===== src/rtl/multicycle_controller.sv =====
// rtl/multicycle_controller.sv - multi-cycle RISC-V main control FSM; optional JALR support via RV_MC_JALR_EN
module multicycle_controller #(
    parameter int MEM_LAT_MAX = 15,
    parameter int ALUOP_W     = 2
) (
    input  logic               clk,
    input  logic               rst_n,
    input  logic [6:0]         opcode,
    input  logic               imem_ready,
    input  logic               dmem_ready,
    input  logic               stall,
    output logic               imem_req,
    output logic               dmem_req,
    output logic               pc_write,
    output logic               ir_write,
    output logic               ALUSrc,
    output logic               MemtoReg,
    output logic               RegWrite,
    output logic               MemRead,
    output logic               MemWrite,
    output logic               Branch,
    output logic               Jump,
    output logic [ALUOP_W-1:0] ALUOp,
    output logic               illegal,
    output logic               mem_timeout,
    output logic [2:0]         state
);

    localparam int CNT_W = $clog2(MEM_LAT_MAX + 1);

    localparam logic [6:0] OP_R   = 7'b0110011;
    localparam logic [6:0] OP_I   = 7'b0010011;
    localparam logic [6:0] OP_LW  = 7'b0000011;
    localparam logic [6:0] OP_SW  = 7'b0100011;
    localparam logic [6:0] OP_BR  = 7'b1100011;
    localparam logic [6:0] OP_JAL = 7'b1101111;
`ifdef RV_MC_JALR_EN
    localparam logic [6:0] OP_JALR = 7'b1100111;
`endif

    typedef enum logic [2:0] {
        S_FETCH  = 3'd0,
        S_DECODE = 3'd1,
        S_EXEC   = 3'd2,
        S_MEM    = 3'd3,
        S_WB     = 3'd4,
        S_TRAP   = 3'd5
    } state_e;

    state_e             state_q, state_d;
    logic [6:0]         op_q, op_d;
    logic [CNT_W-1:0]   cnt_q, cnt_d;
    logic               illegal_q, illegal_d;

    logic               cnt_at_max;
    logic               waiting;
    logic               op_r, op_i, op_lw, op_sw, op_br, op_jal, op_jalr;

    logic               imem_req_c, dmem_req_c, pc_write_c, ir_write_c;
    logic               alusrc_c, memtoreg_c, regwrite_c, memread_c, memwrite_c;
    logic               branch_c, jump_c, timeout_c;
    logic [ALUOP_W-1:0] aluop_c;

    function automatic logic is_legal(input logic [6:0] op);
        case (op)
            OP_R, OP_I, OP_LW, OP_SW, OP_BR, OP_JAL: is_legal = 1'b1;
`ifdef RV_MC_JALR_EN
            OP_JALR:                                 is_legal = 1'b1;
`endif
            default:                                 is_legal = 1'b0;
        endcase
    endfunction

    // Outputs decode only from the latched opcode, never from the live IR bits
    assign op_r   = (op_q == OP_R);
    assign op_i   = (op_q == OP_I);
    assign op_lw  = (op_q == OP_LW);
    assign op_sw  = (op_q == OP_SW);
    assign op_br  = (op_q == OP_BR);
    assign op_jal = (op_q == OP_JAL);
`ifdef RV_MC_JALR_EN
    assign op_jalr = (op_q == OP_JALR);
`else
    assign op_jalr = 1'b0;
`endif

    // This cycle is the MEM_LAT_MAX-th one spent waiting on a ready
    assign cnt_at_max = (cnt_q == CNT_W'(MEM_LAT_MAX - 1));

    // State, latched opcode, wait counter and sticky illegal flag
    always_ff @(posedge clk) begin
        if (!rst_n) begin
            state_q   <= S_FETCH;
            op_q      <= '0;
            cnt_q     <= '0;
            illegal_q <= 1'b0;
        end else begin
            state_q   <= state_d;
            op_q      <= op_d;
            cnt_q     <= cnt_d;
            illegal_q <= illegal_d;
        end
    end

    // Next-state, wait-counter and Moore strobe decode
    always_comb begin
        state_d    = state_q;
        op_d       = op_q;
        cnt_d      = cnt_q;
        illegal_d  = illegal_q;
        waiting    = 1'b0;
        timeout_c  = 1'b0;
        imem_req_c = 1'b0;
        dmem_req_c = 1'b0;
        pc_write_c = 1'b0;
        ir_write_c = 1'b0;
        alusrc_c   = 1'b0;
        memtoreg_c = 1'b0;
        regwrite_c = 1'b0;
        memread_c  = 1'b0;
        memwrite_c = 1'b0;
        branch_c   = 1'b0;
        jump_c     = 1'b0;
        aluop_c    = '0;

        case (state_q)
            S_FETCH: begin
                imem_req_c = 1'b1;
                // A stalled fetch is frozen: no load, no wait accounting
                if (!stall) begin
                    if (imem_ready) begin
                        ir_write_c = 1'b1;
                        pc_write_c = 1'b1;
                        state_d    = S_DECODE;
                    end else if (cnt_at_max) begin
                        timeout_c = 1'b1;
                    end else begin
                        waiting = 1'b1;
                    end
                end
            end
            S_DECODE: begin
                op_d = opcode;
                if (!stall) begin
                    if (is_legal(opcode)) begin
                        state_d = S_EXEC;
                    end else begin
                        state_d   = S_TRAP;
                        illegal_d = 1'b1;
                    end
                end
            end
            S_EXEC: begin
                alusrc_c = op_lw | op_sw | op_i | op_jalr;
                if (op_r | op_i) begin
                    aluop_c = ALUOP_W'(2'b10);
                end else if (op_br) begin
                    aluop_c = ALUOP_W'(2'b01);
                end
                if (!stall) begin
                    branch_c   = op_br;
                    jump_c     = op_jal | op_jalr;
                    regwrite_c = op_jal | op_jalr;
                    if (op_r | op_i) begin
                        state_d = S_WB;
                    end else if (op_lw | op_sw) begin
                        state_d = S_MEM;
                    end else begin
                        state_d = S_FETCH;
                    end
                end
            end
            S_MEM: begin
                dmem_req_c = 1'b1;
                memread_c  = op_lw;
                memwrite_c = op_sw;
                alusrc_c   = 1'b1;
                if (dmem_ready) begin
                    state_d = op_lw ? S_WB : S_FETCH;
                end else if (cnt_at_max) begin
                    timeout_c = 1'b1;
                    state_d   = S_FETCH;
                end else begin
                    waiting = 1'b1;
                end
            end
            S_WB: begin
                memtoreg_c = op_lw;
                if (!stall) begin
                    regwrite_c = 1'b1;
                    state_d    = S_FETCH;
                end
            end
            S_TRAP: begin
                state_d = S_TRAP;
            end
            default: begin
                state_d = S_FETCH;
            end
        endcase

        if ((state_d != state_q) || timeout_c) begin
            cnt_d = '0;
        end else if (waiting) begin
            cnt_d = cnt_q + CNT_W'(1);
        end
    end

    // Everything is forced low while reset is held
    assign imem_req    = rst_n & imem_req_c;
    assign dmem_req    = rst_n & dmem_req_c;
    assign pc_write    = rst_n & pc_write_c;
    assign ir_write    = rst_n & ir_write_c;
    assign ALUSrc      = rst_n & alusrc_c;
    assign MemtoReg    = rst_n & memtoreg_c;
    assign RegWrite    = rst_n & regwrite_c;
    assign MemRead     = rst_n & memread_c;
    assign MemWrite    = rst_n & memwrite_c;
    assign Branch      = rst_n & branch_c;
    assign Jump        = rst_n & jump_c;
    assign ALUOp       = {ALUOP_W{rst_n}} & aluop_c;
    assign illegal     = rst_n & illegal_q;
    assign mem_timeout = rst_n & timeout_c;
    assign state       = rst_n ? state_q : 3'd0;

endmodule


===== config.mk =====
export PLATFORM = sky130hd
export DESIGN_NAME = multicycle_controller
export DESIGN_NICKNAME = d
export VERILOG_FILES = /design/src/rtl/multicycle_controller.sv
export SDC_FILE = /design/constraint.sdc
export NUM_CORES = 1
export LEC_CHECK = 0
export ABC_AREA = 1
export BUFFER_PORTS_ARGS = -buffer_cell sky130_fd_sc_hd__buf_2
export CAP_MARGIN = 20
export CORE_ASPECT_RATIO = 0.9
export CORE_UTILIZATION = 45
export CTS_CLUSTER_SIZE = 30
export DETAILED_ROUTE_END_ITERATION = 10
export GPL_ROUTABILITY_DRIVEN = 0
export GPL_TIMING_DRIVEN = 0
export PLACE_DENSITY = 0.75
export SLEW_MARGIN = 30
export SYNTH_ARGS = -nofsm -noshare
export SYNTH_HDL_FRONTEND = slang
export SYNTH_SLANG_ARGS = --single-unit

===== constraint.sdc =====
create_clock -name clk -period 2 [get_ports clk]
set_input_delay 0.4 -clock clk [delete_from_list [all_inputs] [get_ports clk]]
set_output_delay 0.4 -clock clk [all_outputs]
set_load 0.02 [all_outputs]

Yosys cells after proc, flatten, opt, wreduce, memory -nomap -nowiden
Index checks and enable logic that the tools add are counted.
- bits in registers: 15
- output and inout bits: 18
- word-level logic and storage cells: 92
- add/sub/neg operators: 1
- equal/unequal tests: 19
- muxes and demuxes: 44
- bitwise logic cells: 19
- reduce and logical (&&, ||, !) cells: 5
- operators with widths (kind ; number):
    3-bit 2-to-1 mux ; 11
    7-bit by 6-bit equality test with 1-bit output (second input constant) ; 4
    7-bit equality test (second input constant) ; 4
    1-bit 2-to-1 mux ; 25
    3-bit case mux with 6 select lines ; 1
    7-bit by 2-bit equality test with 1-bit output (second input constant) ; 2
    7-bit by 5-bit equality test with 1-bit output (second input constant) ; 2
    1-bit bitwise AND ; 12
    1-bit case mux with 2 select lines ; 4
    3-bit by 2-bit equality test with 1-bit output (second input constant) ; 2
    3-bit equality test (second input constant) ; 2
    2-bit 2-to-1 mux ; 3
    6-bit OR reduction ; 1
    4-bit by 1-bit adder with 4-bit output (second input constant) ; 1
    4-bit equality test (second input constant) ; 1
    3-bit by 1-bit equality test with 1-bit output (second input constant) ; 1
    3-bit zero test ; 1
    3-bit inequality test ; 1
    1-bit inverter ; 3
    1-bit bitwise OR ; 3
    3-bit AND reduction ; 1
    2-bit bitwise AND ; 1
    2-bit OR reduction ; 1
    1-bit logical OR ; 1

Longest topological paths before layout
- depth in word-level cells: 11
- mapped depth: 14
- gate-level depth less buffers: 13

Worst setup path after synthesis
No wires, ideal clock.
- path type: reg2out
- start: register state_q[2]
- end: output MemWrite
- data arrival time: 1.674 ns
- data required time: 1.600 ns
- setup slack: -0.074 ns
- stages on the path, launching flop included: 7
- path buffers: 1
- cell sequence: dfxtp_1 -> buf_6 -> inv_2 -> nand2_2 -> nor2_1 -> inv_1 -> nor4_1
- word-level cells in the longest chain between the ends: 3
- RTL lines (item ; line ; text):
    start: declaration ; 50 ; state_e state_q, state_d;
    start signal: assignment ; 98 ; state_q <= state_d;
    3-bit by 2-bit equality test with 1-bit output ; 126 ; case (state_q)
    1-bit 2-to-1 mux ; 126 ;
    1-bit bitwise AND ; 218 ; assign MemWrite = rst_n & memwrite_c;
    end: declaration ; 20 ; output logic MemWrite,
No other way between the ends.

Worst setup path after layout
- start: register state_q[1]
- end: output RegWrite
- word-level cells in the longest chain between the ends: 3
- elaborated cells between the ends (all ways): 4
- those cells by class: eq/ne (2); mux (1); bitwise (1)
- RTL lines (item ; line ; text):
    3-bit equality test / 3-bit by 2-bit equality test with 1-bit output (equally long branches) ; 126 ;
    1-bit case mux with 2 select lines (*) ; 126 ;
    1-bit bitwise AND (*) ; 216 ; assign RegWrite = rst_n & regwrite_c;
    end: declaration ; 18 ; output logic RegWrite,
Every way passes the cells marked *; elsewhere a longest branch is shown, timed or not.

==> metrics.md <==
| Metric | Value |
|---|---|
| Outcome | `finished clean` |
| WL per Instance | `11.3 um` |
| Share of cells above drive strength 1 | `35.0%` |
| Finished layout cell area | `0.00144 mm2` |
| Routed wl met2 | `1370 um` |
| Met3 routed WL | `145 um` |
| Power density over the cells | `500 mW/mm2` |
| Wire length of the first global-routing pass | `4690 um` |
| Leading cell types by total area after synthesis | `sky130_fd_sc_hd__dfxtp_1, sky130_fd_sc_hd__nand2_1, sky130_fd_sc_hd__nor2_1` |
| Cell chain of the critical path | `buf_6, nand2_8, nor2_4, nand4_1, nor3_2, or2_4, buf_6` |
| Number of buffers added by the clock tree synthesis step | `3` |
| Root Driver | `sky130_fd_sc_hd__clkbuf_4` |
| Synthesized net count | `196` |
| Share of cell area taken by muxes after synthesis | `0%` |
| GRT Resource Usage Total | `23.5%` |
| Final hold slack | `0.335 ns` |
| Post-detailed-routing wire length | `2780 um` |
| Adder-Cell Fraction of Synth Area | `2.30%` |
| Data required time of the worst path | `1.60 ns` |
| Highest routed metal layer | `met4` |
| Shortest period the worst path allows | `1.92 ns` |
| TritonCTS clock tree | `yes` |
| Final antenna diode count | `0` |
| Ratio of final minimum period to clock period | `96.1%` |
| Synthesized-area fraction occupied by xor and xnor cells | `2.41%` |
| Number of placed instances, taps included | `238` |
| Via count of the first global-routing pass | `1,121` |
| Maximum vdd ir drop | `0.448 mV` |
| Most common cell after layout, fill and taps aside | `sky130_fd_sc_hd__nand2_1` |
| Total die area | `0.00262 mm2` |
| Antenna Violating Nets Remaining | `0` |
| Worst hold path class | `in2reg` |
| Top cell type's share of synthesized area | `27.6%` |
| Final worst clock skew | `0.00881 ns` |
| Static leakage | `0.728 nW` |
| Area Growth Syn to Fin | `32.5%` |
| Detail-routed via count per cell | `5.13` |
| Number of synthesized register bits | `15` |
| Maximum number of pins on one net before global-route repair | `11` |
| Proportion of register bits with asynchronous set or reset after synthesis | `0%` |
| Final hold violation count | `0` |
| Post-synthesis sequential area ratio | `27.6%` |
| Most used cells in the layout excluding fill and tap cells | `sky130_fd_sc_hd__nand2_1, sky130_fd_sc_hd__nor2_1, sky130_fd_sc_hd__buf_2, sky130_fd_sc_hd__inv_1, sky130_fd_sc_hd__o21ai_0` |
| Total number of nets in the final design | `235` |
| Placed Instance Area | `0.00128 mm2` |
| Core area | `0.00222 mm2` |
| Synthesized-area fraction occupied by ao, oa, aoi and oai cells | `10.1%` |
| Post-synthesis share of cell area spent on and, or, nand and nor gates | `43.2%` |
| Total DRC errors in the routed layout | `0` |
| Hpwl dp | `2060 um` |
| Unrepaired setup endpoints after global routing | `yes` |
| Total number of yosys warnings | `0` |
| Total vias in the final route | `1,266` |
| Synthesized netlist cell count | `182` |
| CTS clock-pin slew for the worst setup and hold paths | `0.11 ns` |
| Timing-limited maximum frequency | `0.520 GHz` |
| Maximum root-to-sink buffer count | `2` |
| Overflow after GRT | `0` |
| Arrival time reported for the critical path endpoint | `1.52 ns` |
| Total count of max-transition violations in the final report | `0` |
| Kind of capture point of the worst setup path | `primary output` |
| Synthesized area | `0.00109 mm2` |
| CP Class | `reg2out` |
| Count of flip-flops with a built-in enable after synthesis | `0` |
| Standard-cell rows | `16` |
| Total clock sinks | `15` |
| Die Width | `53.8 um` |
| Crit Path Max Fanout | `6` |
| Final Instance Count excl. Fillers | `247` |
| Final setup viols | `0` |
| Longest individual stage delay on the worst path | `0.40 ns` |
| Post-synthesis cell type count | `24` |
| Maxcap violations | `0` |
| Slowest-stage cell, CP | `sky130_fd_sc_hd__dfxtp_4` |
| Slew @ Worst Pin | `0.349 ns` |
| Kind of start point of the critical path | `flop` |
| Combinational family with the most area after synthesis | `simple AND/OR/NAND/NOR gates` |
| Vert. Die Dim | `48.7 um` |
| Clk Latency, worst-skew pair | `0.31 ns` |
| Length of routed wiring on met1 | `1240 um` |
| IO buf count | `29` |
| Tightest slew margin relative to the limit | `76.7%` |
| Biggest area consumer among synthesized cells | `sky130_fd_sc_hd__dfxtp_1` |
| Starting density of the core | `49.0%` |
| Cell occurring most often along the worst timing path | `sky130_fd_sc_hd__buf_6` |
| Top_reg_cell synth | `sky130_fd_sc_hd__dfxtp_1` |
| Num ports | `30` |
| DRT iter0 DRCs | `40` |
| Mean post-synth cell area | `5.98 um2` |
| Initial antenna violation count | `0` |
| Pre-antenna DRT Iters | `4` |
| H-tree levels | `1` |
-- synth_stat cells (all sizes together), types with 2 or more instances --
| cell type | instances |
|---|---|
| dfxtp | 15 |
| o211ai | 2 |
| nand2 | 40 |
| a21oi | 8 |
| xnor2 | 2 |
| nand3 | 12 |
| nand4 | 6 |
| nor2 | 39 |
| o21ai | 11 |
| ha | 2 |
| inv | 30 |
| buf | 5 |
| nor3 | 5 |
-- where the power goes --
group	leakage (nW)	switching (mW)	total (mW)	internal (mW)
clock network	0.0139	0.117	0.193	0.0764
registers	0.126	0.0180	0.336	0.318
logic	0.588	0.122	0.191	0.0690
total	0.728	0.257	0.721	0.464
-- per-stage QoR --
step	utilization (%)	total power, mW	TNS [ns]	setup slack, ns
final	64.9	0.721	0	0.0775
after global routing	64.9	0.771	-0.0952	-0.0371
after CTS	60.8	0.702	-0.0120	-0.0120
after detailed placement	57.5	0.508	0	0.185
after global placement	57.5	0.504	0	0.194
after floorplan	-	0.460	0	0.133
-- logic make-up (layout without fill, tap and decap cells) --
group	after synthesis	count (layout)
AOI/OAI and AO/OA	21	21
xor gates and xnor gates	3	3
adders and majority gates	2	2
buffers and inverters	36	74
DFF	15	15
and+or+nand+nor	105	105
-- layer usage --
layer,up-vias,global-route usage [%]
met5,-,0
met4,0,4.39
met3,4,7.23
met2,42,37.2
met1,570,30.9
li1,650,-
-- final timing paths --
kind | startpoint | end | slack, ns | depth (start not counted)
worst max-delay path | state_q[1]$_SDFF_PN0_ | RegWrite | 0.08 | 7
worst min register to register | illegal_q$_SDFFE_PN0P_ | illegal_q$_SDFFE_PN0P_ | 0.45 | 2
worst min-delay path | opcode[0] | op_q[0]$_SDFFE_PN0P_ | 0.33 | 3
worst max register to register | cnt_q[0]$_SDFFE_PP0P_ | cnt_q[3]$_SDFFE_PP0P_ | 0.35 | 11
-- final cells by class --
cell class	count	area (um2)
clock buffer	3	22.5
sequential	15	313
tap	27	33.8
fill	219	779
timing repair buffer	35	208
buffer	5	32.5
clock inverter	1	7.51
inverter	30	118
multi-input combinational	131	708
-- sequential cells by signal, indices dropped and copies added, names as in the netlist --
name / cells
cnt_q: 4
illegal_q: 1
op_q: 7
state_q: 3
-- worst max-delay path, delay by kind of cell, from the launching register on --
kind	cells	cell delay, ns
simple gates	5	0.59
flops	1	0.40
buf+inv	2	0.22
-- repair_timing --
item	in CTS	in global routing
buffers inserted	2	4
cloned	0	0
gates resized for setup	10	23
setup endpoints to repair	4	10
endpoints found under the hold margin	0	0
hold buffers	0	0
pin swaps	3	7
(Power assumes the default switching activity.)
